[src/rtl/interconnect_pkg.sv]
// Shared types and helpers for the read/write interconnect blocks.
//   ar_t / r_t    : AR and R channel payloads at the default geometry
//                   (32-bit address, 64-bit data, 6-bit subordinate-side ID).
//   RESP_*        : AXI response encodings used by the crossbars.
//   mi_width()    : width of the manager-index prefix added to IDs.
package interconnect_pkg;

  localparam int unsigned PkgAddrWidth = 32;
  localparam int unsigned PkgDataWidth = 64;
  localparam int unsigned PkgSidWidth  = 6;

  localparam logic [1:0] RESP_OKAY   = 2'b00;
  localparam logic [1:0] RESP_DECERR = 2'b11;

  typedef struct packed {
    logic [PkgAddrWidth-1:0] addr;
    logic [PkgSidWidth-1:0]  id;
    logic [7:0]              len;
  } ar_t;

  typedef struct packed {
    logic [PkgDataWidth-1:0] data;
    logic [PkgSidWidth-1:0]  id;
    logic [1:0]              resp;
    logic                    last;
  } r_t;

  // At least one prefix bit so a single-manager build still has a legal field.
  function automatic int unsigned mi_width(int unsigned n_m);
    return (n_m > 2) ? $clog2(n_m) : 1;
  endfunction

endpackage

[src/rtl/rr_arb.sv]
// Round-robin arbiter with grant lock.
//   clk_i, rst_i : clock, synchronous active-high reset
//   req_i        : N request lines
//   lock_i       : replay last cycle's grant instead of re-arbitrating
//   advance_i    : move the priority pointer past the current winner
//   gnt_o        : one-hot grant (all zero when nothing requests)
module rr_arb #(
  parameter int unsigned N = 4
) (
  input  logic         clk_i,
  input  logic         rst_i,
  input  logic [N-1:0] req_i,
  input  logic         lock_i,
  input  logic         advance_i,
  output logic [N-1:0] gnt_o
);

  localparam int unsigned PW = (N > 1) ? $clog2(N) : 1;

  logic [PW-1:0] ptr_q, ptr_d;
  logic [N-1:0]  gnt_q, gnt_d;
  logic [N-1:0]  rr_gnt;
  logic [PW-1:0] idx;
  logic          found;
  int            tmp;
  int            cur;

  always_comb begin
    rr_gnt = '0;
    found  = 1'b0;
    idx    = '0;
    tmp    = 0;
    // Scan from the pointer, wrapping once, first requester wins.
    for (int k = 0; k < int'(N); k++) begin
      tmp = int'(ptr_q) + k;
      if (tmp >= int'(N)) tmp = tmp - int'(N);
      idx = PW'(tmp);
      if (!found && req_i[idx]) begin
        rr_gnt[idx] = 1'b1;
        found       = 1'b1;
      end
    end
    gnt_o = lock_i ? gnt_q : rr_gnt;
    gnt_d = gnt_o;
    cur   = 0;
    for (int i = 0; i < int'(N); i++) begin
      if (gnt_o[i]) cur = i;
    end
    ptr_d = ptr_q;
    if (advance_i) ptr_d = (cur + 1 >= int'(N)) ? '0 : PW'(cur + 1);
  end

  always_ff @(posedge clk_i) begin
    if (rst_i) begin
      ptr_q <= '0;
      gnt_q <= '0;
    end else begin
      ptr_q <= ptr_d;
      gnt_q <= gnt_d;
    end
  end

endmodule

[src/rtl/axi_rd_xbar.sv]
// AXI4 read-path crossbar (AR + R) between N_M managers and N_S subordinates.
//   m_ar*  : manager AR inputs, m_arready_o back
//   m_r*   : R responses to managers, ID prefix stripped
//   s_ar*  : AR to subordinates, ID = {manager index, manager ID}
//   s_r*   : R from subordinates, routed back by the ID prefix
// Unmapped addresses go to an internal DECERR responder (target index N_S).
// A manager may only have outstanding reads to one target at a time.
module axi_rd_xbar
  import interconnect_pkg::*;
#(
  parameter int unsigned N_M             = 4,
  parameter int unsigned N_S             = 2,
  parameter int unsigned ADDR_WIDTH      = 32,
  parameter int unsigned DATA_WIDTH      = 64,
  parameter int unsigned ID_WIDTH        = 4,
  parameter int unsigned MAX_OUTSTANDING = 8,
  // Entries listed left to right: the leftmost is subordinate 0.
  parameter logic [N_S*ADDR_WIDTH-1:0] S_BASE = {32'h8000_0000, 32'h1000_0000},
  parameter logic [N_S*ADDR_WIDTH-1:0] S_MASK = {32'hC000_0000, 32'hF000_0000},
  localparam int unsigned MI_W  = mi_width(N_M),
  localparam int unsigned SID_W = ID_WIDTH + MI_W
) (
  input  logic                      clk_i,
  input  logic                      rst_i,
  input  logic [N_M-1:0]            m_arvalid_i,
  output logic [N_M-1:0]            m_arready_o,
  input  logic [N_M*ADDR_WIDTH-1:0] m_araddr_i,
  input  logic [N_M*ID_WIDTH-1:0]   m_arid_i,
  input  logic [N_M*8-1:0]          m_arlen_i,
  output logic [N_M-1:0]            m_rvalid_o,
  input  logic [N_M-1:0]            m_rready_i,
  output logic [N_M*DATA_WIDTH-1:0] m_rdata_o,
  output logic [N_M*ID_WIDTH-1:0]   m_rid_o,
  output logic [N_M*2-1:0]          m_rresp_o,
  output logic [N_M-1:0]            m_rlast_o,
  output logic [N_S-1:0]            s_arvalid_o,
  input  logic [N_S-1:0]            s_arready_i,
  output logic [N_S*ADDR_WIDTH-1:0] s_araddr_o,
  output logic [N_S*SID_W-1:0]      s_arid_o,
  output logic [N_S*8-1:0]          s_arlen_o,
  input  logic [N_S-1:0]            s_rvalid_i,
  output logic [N_S-1:0]            s_rready_o,
  input  logic [N_S*DATA_WIDTH-1:0] s_rdata_i,
  input  logic [N_S*SID_W-1:0]      s_rid_i,
  input  logic [N_S*2-1:0]          s_rresp_i,
  input  logic [N_S-1:0]            s_rlast_i
);

  localparam int unsigned NT = N_S + 1;
  localparam int unsigned TW = $clog2(N_S + 1);
  localparam int unsigned CW = $clog2(MAX_OUTSTANDING + 1);
  localparam logic [0:0]  StIdle = 1'b0;
  localparam logic [0:0]  StResp = 1'b1;

  logic [TW-1:0]   tgt        [N_M];
  logic [N_M-1:0]  elig;
  logic [CW-1:0]   cnt_q      [N_M];
  logic [CW-1:0]   cnt_d      [N_M];
  logic [TW-1:0]   last_tgt_q [N_M];
  logic [TW-1:0]   last_tgt_d [N_M];

  logic [N_M-1:0]  ar_req [NT];
  logic [N_M-1:0]  ar_gnt [NT];
  logic [N_M-1:0]  ar_win [NT];
  logic [NT-1:0]   t_arvalid, t_arready, ar_adv, ar_lock_q, ar_lock_d;

  logic [MI_W-1:0] s_pref [N_S];
  logic [NT-1:0]   r_req  [N_M];
  logic [NT-1:0]   r_gnt  [N_M];
  logic [NT-1:0]   r_win  [N_M];
  logic [N_M-1:0]  r_adv, r_lock_q, r_lock_d;

  logic [0:0]          dec_st_q, dec_st_d;
  logic [ID_WIDTH-1:0] dec_id_q, dec_id_d;
  logic [7:0]          dec_len_q, dec_len_d, dec_beat_q, dec_beat_d;
  logic [MI_W-1:0]     dec_mgr_q, dec_mgr_d;
  logic                dec_last, dec_hs;

  // Address decode (lowest matching window wins) and the ordering gate.
  always_comb begin
    for (int m = 0; m < int'(N_M); m++) begin
      tgt[m] = TW'(N_S);
      for (int s = int'(N_S) - 1; s >= 0; s--) begin
        if ((m_araddr_i[m*ADDR_WIDTH +: ADDR_WIDTH] &
             S_MASK[(int'(N_S)-1-s)*ADDR_WIDTH +: ADDR_WIDTH]) ==
            S_BASE[(int'(N_S)-1-s)*ADDR_WIDTH +: ADDR_WIDTH]) tgt[m] = TW'(s);
      end
      elig[m] = (cnt_q[m] == '0) ||
                ((cnt_q[m] < CW'(MAX_OUTSTANDING)) && (tgt[m] == last_tgt_q[m]));
      for (int t = 0; t < int'(NT); t++) begin
        ar_req[t][m] = m_arvalid_i[m] & elig[m] & (tgt[m] == TW'(t));
      end
    end
  end

  for (genvar t = 0; t < int'(NT); t++) begin : g_ar_arb
    rr_arb #(.N(N_M)) u_arb (
      .clk_i     (clk_i),
      .rst_i     (rst_i),
      .req_i     (ar_req[t]),
      .lock_i    (ar_lock_q[t]),
      .advance_i (ar_adv[t]),
      .gnt_o     (ar_gnt[t])
    );
  end

  always_comb begin
    m_arready_o = '0;
    s_araddr_o  = '0;
    s_arid_o    = '0;
    s_arlen_o   = '0;
    for (int t = 0; t < int'(N_S); t++) t_arready[t] = s_arready_i[t];
    t_arready[N_S] = (dec_st_q == StIdle);
    for (int t = 0; t < int'(NT); t++) begin
      ar_win[t]    = ar_gnt[t] & ar_req[t];
      t_arvalid[t] = |ar_win[t];
      // Hold the grant while valid waits for ready so the payload stays stable.
      ar_lock_d[t] = t_arvalid[t] & ~t_arready[t];
      ar_adv[t]    = t_arvalid[t] & t_arready[t];
      for (int m = 0; m < int'(N_M); m++) begin
        m_arready_o[m] = m_arready_o[m] | (ar_win[t][m] & t_arready[t]);
      end
    end
    s_arvalid_o = t_arvalid[N_S-1:0];
    for (int s = 0; s < int'(N_S); s++) begin
      for (int m = 0; m < int'(N_M); m++) begin
        if (ar_win[s][m]) begin
          s_araddr_o[s*ADDR_WIDTH +: ADDR_WIDTH] = m_araddr_i[m*ADDR_WIDTH +: ADDR_WIDTH];
          s_arid_o[s*SID_W +: SID_W] = {MI_W'(m), m_arid_i[m*ID_WIDTH +: ID_WIDTH]};
          s_arlen_o[s*8 +: 8] = m_arlen_i[m*8 +: 8];
        end
      end
    end
  end

  // R routing: per manager, pick among subordinates carrying its prefix plus DECERR.
  always_comb begin
    m_rvalid_o = '0;
    m_rdata_o  = '0;
    m_rid_o    = '0;
    m_rresp_o  = {N_M{RESP_OKAY}};
    m_rlast_o  = '0;
    s_rready_o = '0;
    dec_hs     = 1'b0;
    for (int s = 0; s < int'(N_S); s++) s_pref[s] = s_rid_i[s*SID_W + ID_WIDTH +: MI_W];
    for (int m = 0; m < int'(N_M); m++) begin
      for (int s = 0; s < int'(N_S); s++) begin
        r_req[m][s] = s_rvalid_i[s] & (s_pref[s] == MI_W'(m));
      end
      r_req[m][N_S] = (dec_st_q == StResp) & (dec_mgr_q == MI_W'(m));
      r_win[m]      = r_gnt[m] & r_req[m];
      m_rvalid_o[m] = |r_win[m];
      for (int s = 0; s < int'(N_S); s++) begin
        if (r_win[m][s]) begin
          m_rdata_o[m*DATA_WIDTH +: DATA_WIDTH] = s_rdata_i[s*DATA_WIDTH +: DATA_WIDTH];
          m_rid_o[m*ID_WIDTH +: ID_WIDTH]       = s_rid_i[s*SID_W +: ID_WIDTH];
          m_rresp_o[m*2 +: 2]                   = s_rresp_i[s*2 +: 2];
          m_rlast_o[m]                          = s_rlast_i[s];
          s_rready_o[s]                         = m_rready_i[m];
        end
      end
      if (r_win[m][N_S]) begin
        m_rid_o[m*ID_WIDTH +: ID_WIDTH] = dec_id_q;
        m_rresp_o[m*2 +: 2]             = RESP_DECERR;
        m_rlast_o[m]                    = dec_last;
        dec_hs                          = m_rready_i[m];
      end
      // Lock from first presented beat until the rlast handshake: no interleave,
      // and a stalled beat never switches source.
      r_adv[m]    = m_rvalid_o[m] & m_rready_i[m] & m_rlast_o[m];
      r_lock_d[m] = m_rvalid_o[m] & ~r_adv[m];
    end
    // Responses whose prefix names no manager are sunk.
    for (int s = 0; s < int'(N_S); s++) begin
      if (s_rvalid_i[s] && (int'(s_pref[s]) >= int'(N_M))) s_rready_o[s] = 1'b1;
    end
  end

  for (genvar m = 0; m < int'(N_M); m++) begin : g_r_arb
    rr_arb #(.N(NT)) u_arb (
      .clk_i     (clk_i),
      .rst_i     (rst_i),
      .req_i     (r_req[m]),
      .lock_i    (r_lock_q[m]),
      .advance_i (r_adv[m]),
      .gnt_o     (r_gnt[m])
    );
  end

  // Outstanding counters; simultaneous inc and dec cancel.
  always_comb begin
    for (int m = 0; m < int'(N_M); m++) begin
      cnt_d[m]      = cnt_q[m];
      last_tgt_d[m] = last_tgt_q[m];
      if (m_arvalid_i[m] && m_arready_o[m]) begin
        last_tgt_d[m] = tgt[m];
        if (!r_adv[m]) cnt_d[m] = cnt_q[m] + 1'b1;
      end else if (r_adv[m] && (cnt_q[m] != '0)) begin
        cnt_d[m] = cnt_q[m] - 1'b1;
      end
    end
  end

  // DECERR responder: one burst at a time.
  assign dec_last = (dec_beat_q == dec_len_q);

  always_comb begin
    dec_st_d   = dec_st_q;
    dec_id_d   = dec_id_q;
    dec_len_d  = dec_len_q;
    dec_beat_d = dec_beat_q;
    dec_mgr_d  = dec_mgr_q;
    case (dec_st_q)
      StIdle: begin
        if (ar_adv[N_S]) begin
          dec_st_d   = StResp;
          dec_beat_d = '0;
          for (int m = 0; m < int'(N_M); m++) begin
            if (ar_win[N_S][m]) begin
              dec_mgr_d = MI_W'(m);
              dec_id_d  = m_arid_i[m*ID_WIDTH +: ID_WIDTH];
              dec_len_d = m_arlen_i[m*8 +: 8];
            end
          end
        end
      end
      StResp: begin
        if (dec_hs) begin
          if (dec_last) dec_st_d = StIdle;
          else          dec_beat_d = dec_beat_q + 8'd1;
        end
      end
      default: dec_st_d = StIdle;
    endcase
  end

  always_ff @(posedge clk_i) begin
    if (rst_i) begin
      for (int m = 0; m < int'(N_M); m++) begin
        cnt_q[m]      <= '0;
        last_tgt_q[m] <= '0;
      end
      ar_lock_q  <= '0;
      r_lock_q   <= '0;
      dec_st_q   <= StIdle;
      dec_id_q   <= '0;
      dec_len_q  <= '0;
      dec_beat_q <= '0;
      dec_mgr_q  <= '0;
    end else begin
      cnt_q      <= cnt_d;
      last_tgt_q <= last_tgt_d;
      ar_lock_q  <= ar_lock_d;
      r_lock_q   <= r_lock_d;
      dec_st_q   <= dec_st_d;
      dec_id_q   <= dec_id_d;
      dec_len_q  <= dec_len_d;
      dec_beat_q <= dec_beat_d;
      dec_mgr_q  <= dec_mgr_d;
    end
  end

endmodule

[config.mk]
export PLATFORM = sky130hd
export DESIGN_NAME = axi_rd_xbar
export DESIGN_NICKNAME = d
export VERILOG_FILES = /design/src/rtl/interconnect_pkg.sv /design/src/rtl/rr_arb.sv /design/src/rtl/axi_rd_xbar.sv
export SDC_FILE = /design/constraint.sdc
export NUM_CORES = 1
export LEC_CHECK = 0
export ABC_AREA = 0
export BUFFER_PORTS_ARGS = -buffer_cell sky130_fd_sc_hd__buf_2
export CAP_MARGIN = 20
export CORE_AREA = 5 5 279 281
export CTS_CLUSTER_SIZE = 30
export DETAILED_ROUTE_END_ITERATION = 7
export DIE_AREA = 0 0 284 286
export GPL_TIMING_DRIVEN = 1
export SYNTH_ARGS = -nofsm -noshare
export SYNTH_HDL_FRONTEND = slang
export SYNTH_SLANG_ARGS = --single-unit
[constraint.sdc]
create_clock -name clk_i -period 4.5 [get_ports clk_i]
set_clock_uncertainty 0.2 [all_clocks]
set_input_delay 0.225 -clock clk_i [delete_from_list [all_inputs] [get_ports clk_i]]
set_output_delay 0.225 -clock clk_i [all_outputs]
set_load 0.05 [all_outputs]
==> results of run 1 <==
[layout make-up]
class                           count  area, um^2
Fill cell                        8150       53300
Tap cell                          978        1220
Clock buffer                       10         229
Antenna cell                       34        85.1
Multi-Input combinational cell   1656       11800
Timing Repair Buffer              953        6520
Inverter                           47         176
Sequential cell                    92        1850
Clock inverter                      6        72.6
[worst max-delay path: cells and delay by family, from the launching register on]
kind                   cells  cell delay [ns]
AO/OA/AOI/OAI              6             1.67
buffers and inverters      7             0.97
AND/OR/NAND/NOR            3             0.69
flip-flops                 1             0.37
[metal layers]
metal	up-vias	routed length (um)	GRT usage, %
met5	-	328	3.04
met4	28	1690	3.21
met3	177	12200	9.05
met2	1301	39800	30.4
met1	9625	40400	28.4
li1	9086	-	-
[kinds of logic (layout without fill, tap and decap cells)]
kind of cell | count (synthesis) | in the layout | synth area share [%]
DFF | 92 | 92 | 13.6
buffers and inverters | 221 | 1016 | 6.51
other | 1 | 38 | 0.0277
AOI/OAI and AO/OA | 676 | 676 | 39.0
muxes | 27 | 27 | 2.54
xor gates and xnor gates | 30 | 30 | 1.94
adders and majority gates | 49 | 49 | 4.75
and+or+nand+nor | 870 | 870 | 31.6
[placed cells by master, fill, tap and decap left out, types with 25 or more instances in the layout]
master    instances
buf_2           633
nand2_1         330
a22o_1          194
buf_4           178
nor2_1          150
buf_6           100
nand3_1          89
dfxtp_1          86
o21ai_0          70
and3_1           57
a221o_1          50
a21oi_1          48
ha_1             44
inv_1            43
diode_2          34
o21ai_2          31
nor3_1           29
a221oi_2         27
buf_12           26
nor2b_1          25
[sequential cells by signal (all words and copies together) (netlist names)]
register and cells:
g_ar_arb.u_arb.ptr_q 6, r_lock_q 4, dec_mgr_q 2, dec_len_q 8
dec_beat_q 8, ar_lock_q 3, g_r_arb.u_arb.ptr_q 8, g_r_arb.u_arb.gnt_q 12
cnt_q 16, g_ar_arb.u_arb.gnt_q 12, last_tgt_q 8, dec_id_q 4
dec_st_q 1
[repair_timing]
item	4_1_cts	5_1_grt
endpoints found under the hold margin	0	0
gates cloned	2	11
setup buffers	16	24
endpoints found under the setup margin	85	103
gates resized for setup	83	330
pin swaps	13	106
[worst max-delay path by stage]
| stage | from | end | slack [ns] | depth (start not counted) |
|---|---|---|---|---|
| after floorplan | g_ar_arb[2].u_arb.ptr_q[0] | cnt_q[15] | -0.06 | 17 |
| after global placement | m_araddr_i[125] | s_arid_o[1] | -0.18 | 17 |
| after detailed placement | m_araddr_i[125] | cnt_q[15] | -0.26 | 18 |
| after CTS | cnt_q[7] | s_araddr_o[42] | -0.03 | 17 |
| after global routing | last_tgt_q[5] | s_araddr_o[47] | -0.14 | 17 |
| final | last_tgt_q[5] | s_arid_o[1] | 0.0007 | 16 |
[power by group]
part	internal [mW]	total, mW	switching [mW]
clock	0.437	0.819	0.383
sequential	0.959	1.12	0.157
combinational	1.82	4.59	2.77
==> key figures, run 1 <==
Status
  • Result of the run: completed

Timing
  • Slew at the pin with the worst max-slew slack: 0.812 ns
  • RSZ-0062 raised after global routing: true
  • Share of the cycle needed by the critical path after routing: 100%
  • Worst hold margin: 0.0181 ns
  • Final hold violation count: 0
  • Endpoints failing setup: 0
  • Post-Route Setup TNS: 0 ns
  • Slew HR: 45.9%
  • Final worst-path setup slack: 0.000678 ns
  • Fmax: 0.222 GHz
  • Pins over their slew limit: 0
  • Min Tclk post-route: 4.50 ns

Min path
  • Hold path start: m_arlen_i[26]
  • WHS Endpoint: dec_len_q[2]
  • Class of the tightest hold or removal check: input pin to flip-flop
  • Cell count of the worst hold path: 3

Yosys
  • Top cell types by occurrence after synthesis: nand2_1, a22o_1, nor2_1
  • Cell accounting for the most synthesized area: dfxtp_1
  • Syn Inst Count: 1966
  • Avg Synthesized Cell Area: 6.89 um^2
  • Leading post-synthesis cells by cell area: dfxtp_1, a22o_1, nand2_1, nor2_1, o21ai_0
  • EDFF count, synth: 0
  • Share of synthesized area occupied by flip-flops and latches: 13.6%
  • Yosys warning total: 0
  • Synthesized cell area: 13500 um^2
  • Async set or reset register ratio after synthesis: 0%
  • Main flop type after synthesis: dfxtp_1
  • #FFs+latches synth: 92
  • Area share of the largest cell type after synthesis: 13.6%
  • Most instantiated library cell after synthesis: nand2_1
  • Count of cell types in the netlist: 99

Placed design
  • Post-place instance area: 19500 um^2
  • Post-DP HPWL: 73.0 mm
  • Cell count after placement: 3675
  • RePlAce Congestion: 1.02
  • Port-buffer cells: 719
  • Pre-CTS setup slack: -0.258 ns

Detailed routing
  • First drt pass iteration count: 6
  • Via count: 20200
  • Antenna-violating nets left: 0
  • Wire length reported by the detailed router: 94.5 mm
  • Number of DRC markers in iteration 0: 2339
  • Routed length per instance: 25.0 um
  • Via-per-instance ratio: 5.35
  • Number of remaining DRC errors: 0

Setup path
  • Worst Setup Start Kind: flip-flop
  • Biggest fanout along the worst timing path: 8
  • Slack of the worst reg-to-reg path: 0.01 ns
  • Setup Crit Path Kind: flip-flop to output port
  • Critical path's largest stage delay: 0.38 ns
  • Worst setup EP type: output port
  • Cell with the largest stage delay on the worst path: a311o_1
  • Origin of the critical flop-to-flop path: cnt_q[11]
  • Destination of the worst register-to-register timing path: cnt_q[15]
  • Crit path cell chain: inv_2 > or3_4 > a311o_1 > a21oi_2 > o22ai_2 > or2_4 > buf_6 > a211o_4 > a211oi_4 > buf_6 > buf_12 > nor3_4 > buf_12 > clkbuf_16 > a221o_1 > buf_6
  • Signal arrival time at the worst endpoint: 4.07 ns
  • Number of cells on the worst reg-to-reg path: 17
  • Most repeated library cell on the critical path: buf_6
  • Required time of the critical path: 4.07 ns

Global routing
  • Vias in the first global route: 18300
  • Initial antenna violation count: 54
  • All-layer global routing usage: 20.7%
  • First-pass GRT wire length: 129 mm
  • Maximum number of pins on one net before global-route repair: 73
  • Total grt overflow: 0

Clocking
  • Clock slew at reported path FFs: 0.07 ns
  • Hold-fix buffer count after cts: 0
  • Sink count of the clock tree: 92
  • Clock tree root buffer cell: clkbuf_16
  • Number of buffers inserted during clock tree synthesis: 9
  • Clk_lat worst skew: 0.37 ns
  • Level count of the clock H-tree: 3
  • TritonCTS clock tree: done
  • Maximum number of buffers from clock root to sink: 2

Floorplan
  • Die boundary height: 286 um
  • Die Area: 81200 um^2
  • Overall die width: 284 um
  • Number of rows created at floorplan: 101
  • Initial cell density of the core: 18.0%
  • Core area: 75200 um^2
  • Top-level port count: 724

Run
  • Max-cap violations: 0

Layout
  • Growth of design area from synthesis to finish: 62.0%
  • Fraction of final layout cells with drive strength greater than 1: 42.5%
  • Post-route cell area: 21900 um^2
  • Post-route insts no fill: 3776
  • Number of nets in the layout: 3144
  • Final core utilization: 29.2%

Power
  • VDD IR max: 0.260 mV
  • Static Leak: 10.4 nW
  • Total power of the final layout: 6.53 mW
  • Power density over the cells: 298 nW/um^2
Note: power is estimated with default switching activity, not from simulation.
==> run 2: changes to the inputs <==
Clock period 4.5 ns to 4.55 ns, I/O delays scaled along.
==> run 2 against run 1 <==
Against the previous run: first-iteration DRC count increased by 6.0%; critical path type unchanged; clock power increased by 1%; largest power group unchanged; critical path depth grew 3; sequential power shrank 4%; sequential share of layout area grew 0.062 points.
==> key figures, run 2 (synthesis gave the netlist of run 1 again) <==
Floorplan
  • Die Area: 81200 um^2 (unchanged)
  • Number of rows created at floorplan: 101 (unchanged)
  • Top-level port count: 724 (unchanged)
  • Die boundary height: 286 um (unchanged)
  • Core area: 75200 um^2 (unchanged)
  • Overall die width: 284 um (unchanged)
  • Initial cell density of the core: 18.0% (unchanged)

Setup path
  • Biggest fanout along the worst timing path: 6 (was 8)
  • Worst Setup Start Kind: flip-flop (unchanged)
  • Required time of the critical path: 4.12 ns (was 4.07 ns)
  • Most repeated library cell on the critical path: buf_6 (unchanged)
  • Worst setup EP type: output port (unchanged)
  • Cell with the largest stage delay on the worst path: mux4_2 (was a311o_1)
  • Critical path's largest stage delay: 0.52 ns (was 0.38 ns)
  • Origin of the critical flop-to-flop path: cnt_q[7] (was cnt_q[11])
  • Crit path cell chain: buf_4 > nor2_1 > o21a_1 > o211ai_1 > buf_4 > a21oi_2 > mux4_2 > buf_6 > a31o_1 > a211oi_2 > nand2_1 > nand2_2 > nor3_4 > buf_6 > buf_6 > buf_16 > a221oi_1 > o21ai_2 > buf_6 (was inv_2 > or3_4 > a311o_1 > a21oi_2 > o22ai_2 > or2_4 > buf_6 > a211o_4 > a211oi_4 > buf_6 > buf_12 > nor3_4 > buf_12 > clkbuf_16 > a221o_1 > buf_6)
  • Crit path from: last_tgt_q[1] (was last_tgt_q[5])
  • Total buffers and inverters traversed by the critical path: 7 (unchanged)
  • Signal arrival time at the worst endpoint: 4.10 ns (was 4.07 ns)
  • Cell class contributing the biggest share of worst-path delay: compound AO/OA/AOI/OAI gates (unchanged)
  • Setup Crit Path Kind: flip-flop to output port (unchanged)

Status
  • Result of the run: completed (unchanged)

Timing
  • Share of the cycle needed by the critical path after routing: 99.5%
  • Pins over their slew limit: 0 (unchanged)
  • Final worst-path setup slack: 0.0230 ns (was 0.000678 ns)
  • Final hold violation count: 0 (unchanged)
  • Endpoints failing setup: 0 (unchanged)
  • Min Tclk post-route: 4.53 ns
  • Fmax: 0.221 GHz
  • Slew at the pin with the worst max-slew slack: 0.995 ns (was 0.812 ns)
  • RSZ-0062 raised after global routing: true (unchanged)
  • Slew HR: 33.7% (was 45.9%)

Clocking
  • Level count of the clock H-tree: 3 (unchanged)
  • Clk_lat worst skew: 0.38 ns (was 0.37 ns)
  • Clock tree root buffer cell: clkbuf_16 (unchanged)
  • Maximum number of buffers from clock root to sink: 2 (unchanged)
  • TritonCTS clock tree: done (unchanged)
  • Number of buffers inserted during clock tree synthesis: 9 (unchanged)
  • Sink count of the clock tree: 92 (unchanged)
  • Clock slew at reported path FFs: 0.09 ns (was 0.07 ns)

Layout
  • Number of flip-flops in the largest register: 16 (unchanged)
  • Fraction of final layout cells with drive strength greater than 1: 42.3% (was 42.5%)
  • Number of fill cells in the layout: 8171 (was 8150)
  • Most common cell after layout, fill and taps aside: buf_2 (unchanged)
  • Register with the most flip-flops: cnt_q (unchanged)
  • Growth of design area from synthesis to finish: 60.4% (was 62.0%)
  • Number of nets in the layout: 3149 (was 3144)
  • Most frequent cells in the layout: buf_2, nand2_1, buf_4 (was buf_2, nand2_1, a22o_1)
  • Largest registers ranked by flip-flop count: cnt_q: 16 flops, g_ar_arb.u_arb.gnt_q: 12 flops, g_r_arb.u_arb.gnt_q: 12 flops (unchanged)
  • Post-route insts no fill: 3778 (was 3776)

Placed design
  • Pre-CTS setup slack: -0.145 ns (was -0.258 ns)
  • Cell count after placement: 3684 (was 3675)
  • RePlAce Congestion: 1.05 (was 1.02)
  • Port-buffer cells: 719 (unchanged)
  • Post-DP HPWL: 72.9 mm (was 73.0 mm)

Min path
  • Class of the tightest hold or removal check: input pin to flip-flop (unchanged)
  • Hold path start: m_arlen_i[26] (unchanged)

Power
  • Int Power: 3.11 mW (was 3.22 mW)
  • VDD IR max: 0.232 mV (was 0.260 mV)
  • Switching power as a share of total power: 51.4% (was 50.7%)
  • Static Leak: 10.3 nW (was 10.4 nW)
  • Logic pwr share: 70.1% (was 70.4%)
  • Power density over the cells: 295 nW/um^2 (was 298 nW/um^2)
  • Clock group share of total power: 13.0% (was 12.5%)
  • Net Switching: 3.29 mW (was 3.31 mW)
  • Relative contribution of sequential cells to total power: 16.9% (was 17.1%)

Global routing
  • All-layer global routing usage: 21.1% (was 20.7%)
  • Vias in the first global route: 18600 (was 18300)
  • Initial antenna violation count: 50 (was 54)
  • Maximum number of pins on one net before global-route repair: 73 (unchanged)
  • Total grt overflow: 0 (unchanged)
  • First-pass GRT wire length: 131 mm (was 129 mm)

Run
  • Max-cap violations: 0 (unchanged)

Detailed routing
  • Via count: 20300 (was 20200)
  • Number of DRC markers in iteration 0: 2479 (was 2339)
  • Via-per-instance ratio: 5.37 (was 5.35)
  • First drt pass iteration count: 6 (unchanged)
  • Antenna-violating nets left: 0 (unchanged)
  • Number of remaining DRC errors: 0 (unchanged)
  • Wire length reported by the detailed router: 94.3 mm (was 94.5 mm)
  • Routed length per instance: 25.0 um (about the same)
==> run 2: cell types whose count changed in the layout (fill, tap and decap cells not counted), sizes merged <==
cell,delta
clkbuf,+4
diode,-3
buf,-1
bufbuf,+1
clkinv,-1
dlygate4sd3,+1
inv,+1
==> run 2: stage by stage <==
step	hold WS (ns)	total power, mW	setup TNS [ns]	cell area (um^2)	util [%]
final	0.0406	6.40	0	21700	28.9
after global routing	0.0574	6.78	-2.28	21700	28.8
after CTS	0.0202	6.16	-0.144	20300	27.0
after detailed placement	0.290	5.24	-0.146	19500	26.0
after global placement	0.283	5.21	-0.0769	19500	26.0
after floorplan	0.212	3.51	-0.00548	13600	-
==> run 2: worst min-delay path: stages <==
cell      delay, ns
buf_2          0.10
a211oi_1       0.07
nor3_1         0.15
==> run 2: worst paths after layout <==
check / to / slack (ns) / depth (start not counted)
worst max-delay path: s_araddr_o[44] / 0.02 / 19
worst min-delay path: dec_len_q[2] / 0.04 / 3
worst max register to register: cnt_q[15] / 0.09 / 19
worst min register to register: last_tgt_q[5] / 0.30 / 2
==> run 2: final cells by class <==
cell class / instances / area [um^2] / area share, %
flip-flops and latches: 92 / 1850 / 8.50
inverters: 47 / 176 / 0.812
well taps: 978 / 1220 / 5.63
clock inverters: 6 / 68.8 / 0.317
diodes: 31 / 77.6 / 0.357
multi-input cells: 1656 / 11700 / 54.1
clock buffers: 10 / 239 / 1.10
repair buffers: 958 / 6330 / 29.2
==> run 2: timing repair <==
item	4_1_cts	5_1_grt
setup buffers	20	20
endpoints found under the setup margin	88	100
pin swaps	20	51
endpoints found under the hold margin	1	0
hold buffers	1	0
gates resized for setup	76	283
gates cloned	3	7
==> run 2: power groups by stage <==
stage          Combinational, mW  Sequential [mW]  Clock [mW]
3_5_place_dp                4.15             1.09           0
5_1_grt                     4.80             1.10       0.884
6_report                    4.49             1.08       0.830
4_1_cts                     4.23             1.08       0.862
3_3_place_gp                4.12             1.09           0
2_1_floorplan               2.45             1.06           0
==> run 2: per-layer routing <==
| metal | track usage, % | share of wire [%] | up-vias |
|---|---|---|---|
| li1 | - | - | 9097 |
| met1 | 29.1 | 44 | 9668 |
| met4 | 4.25 | 2.2 | 20 |
| met2 | 30.5 | 41 | 1322 |
| met3 | 8.92 | 13 | 171 |
| met5 | 1.49 | 0.30 | - |
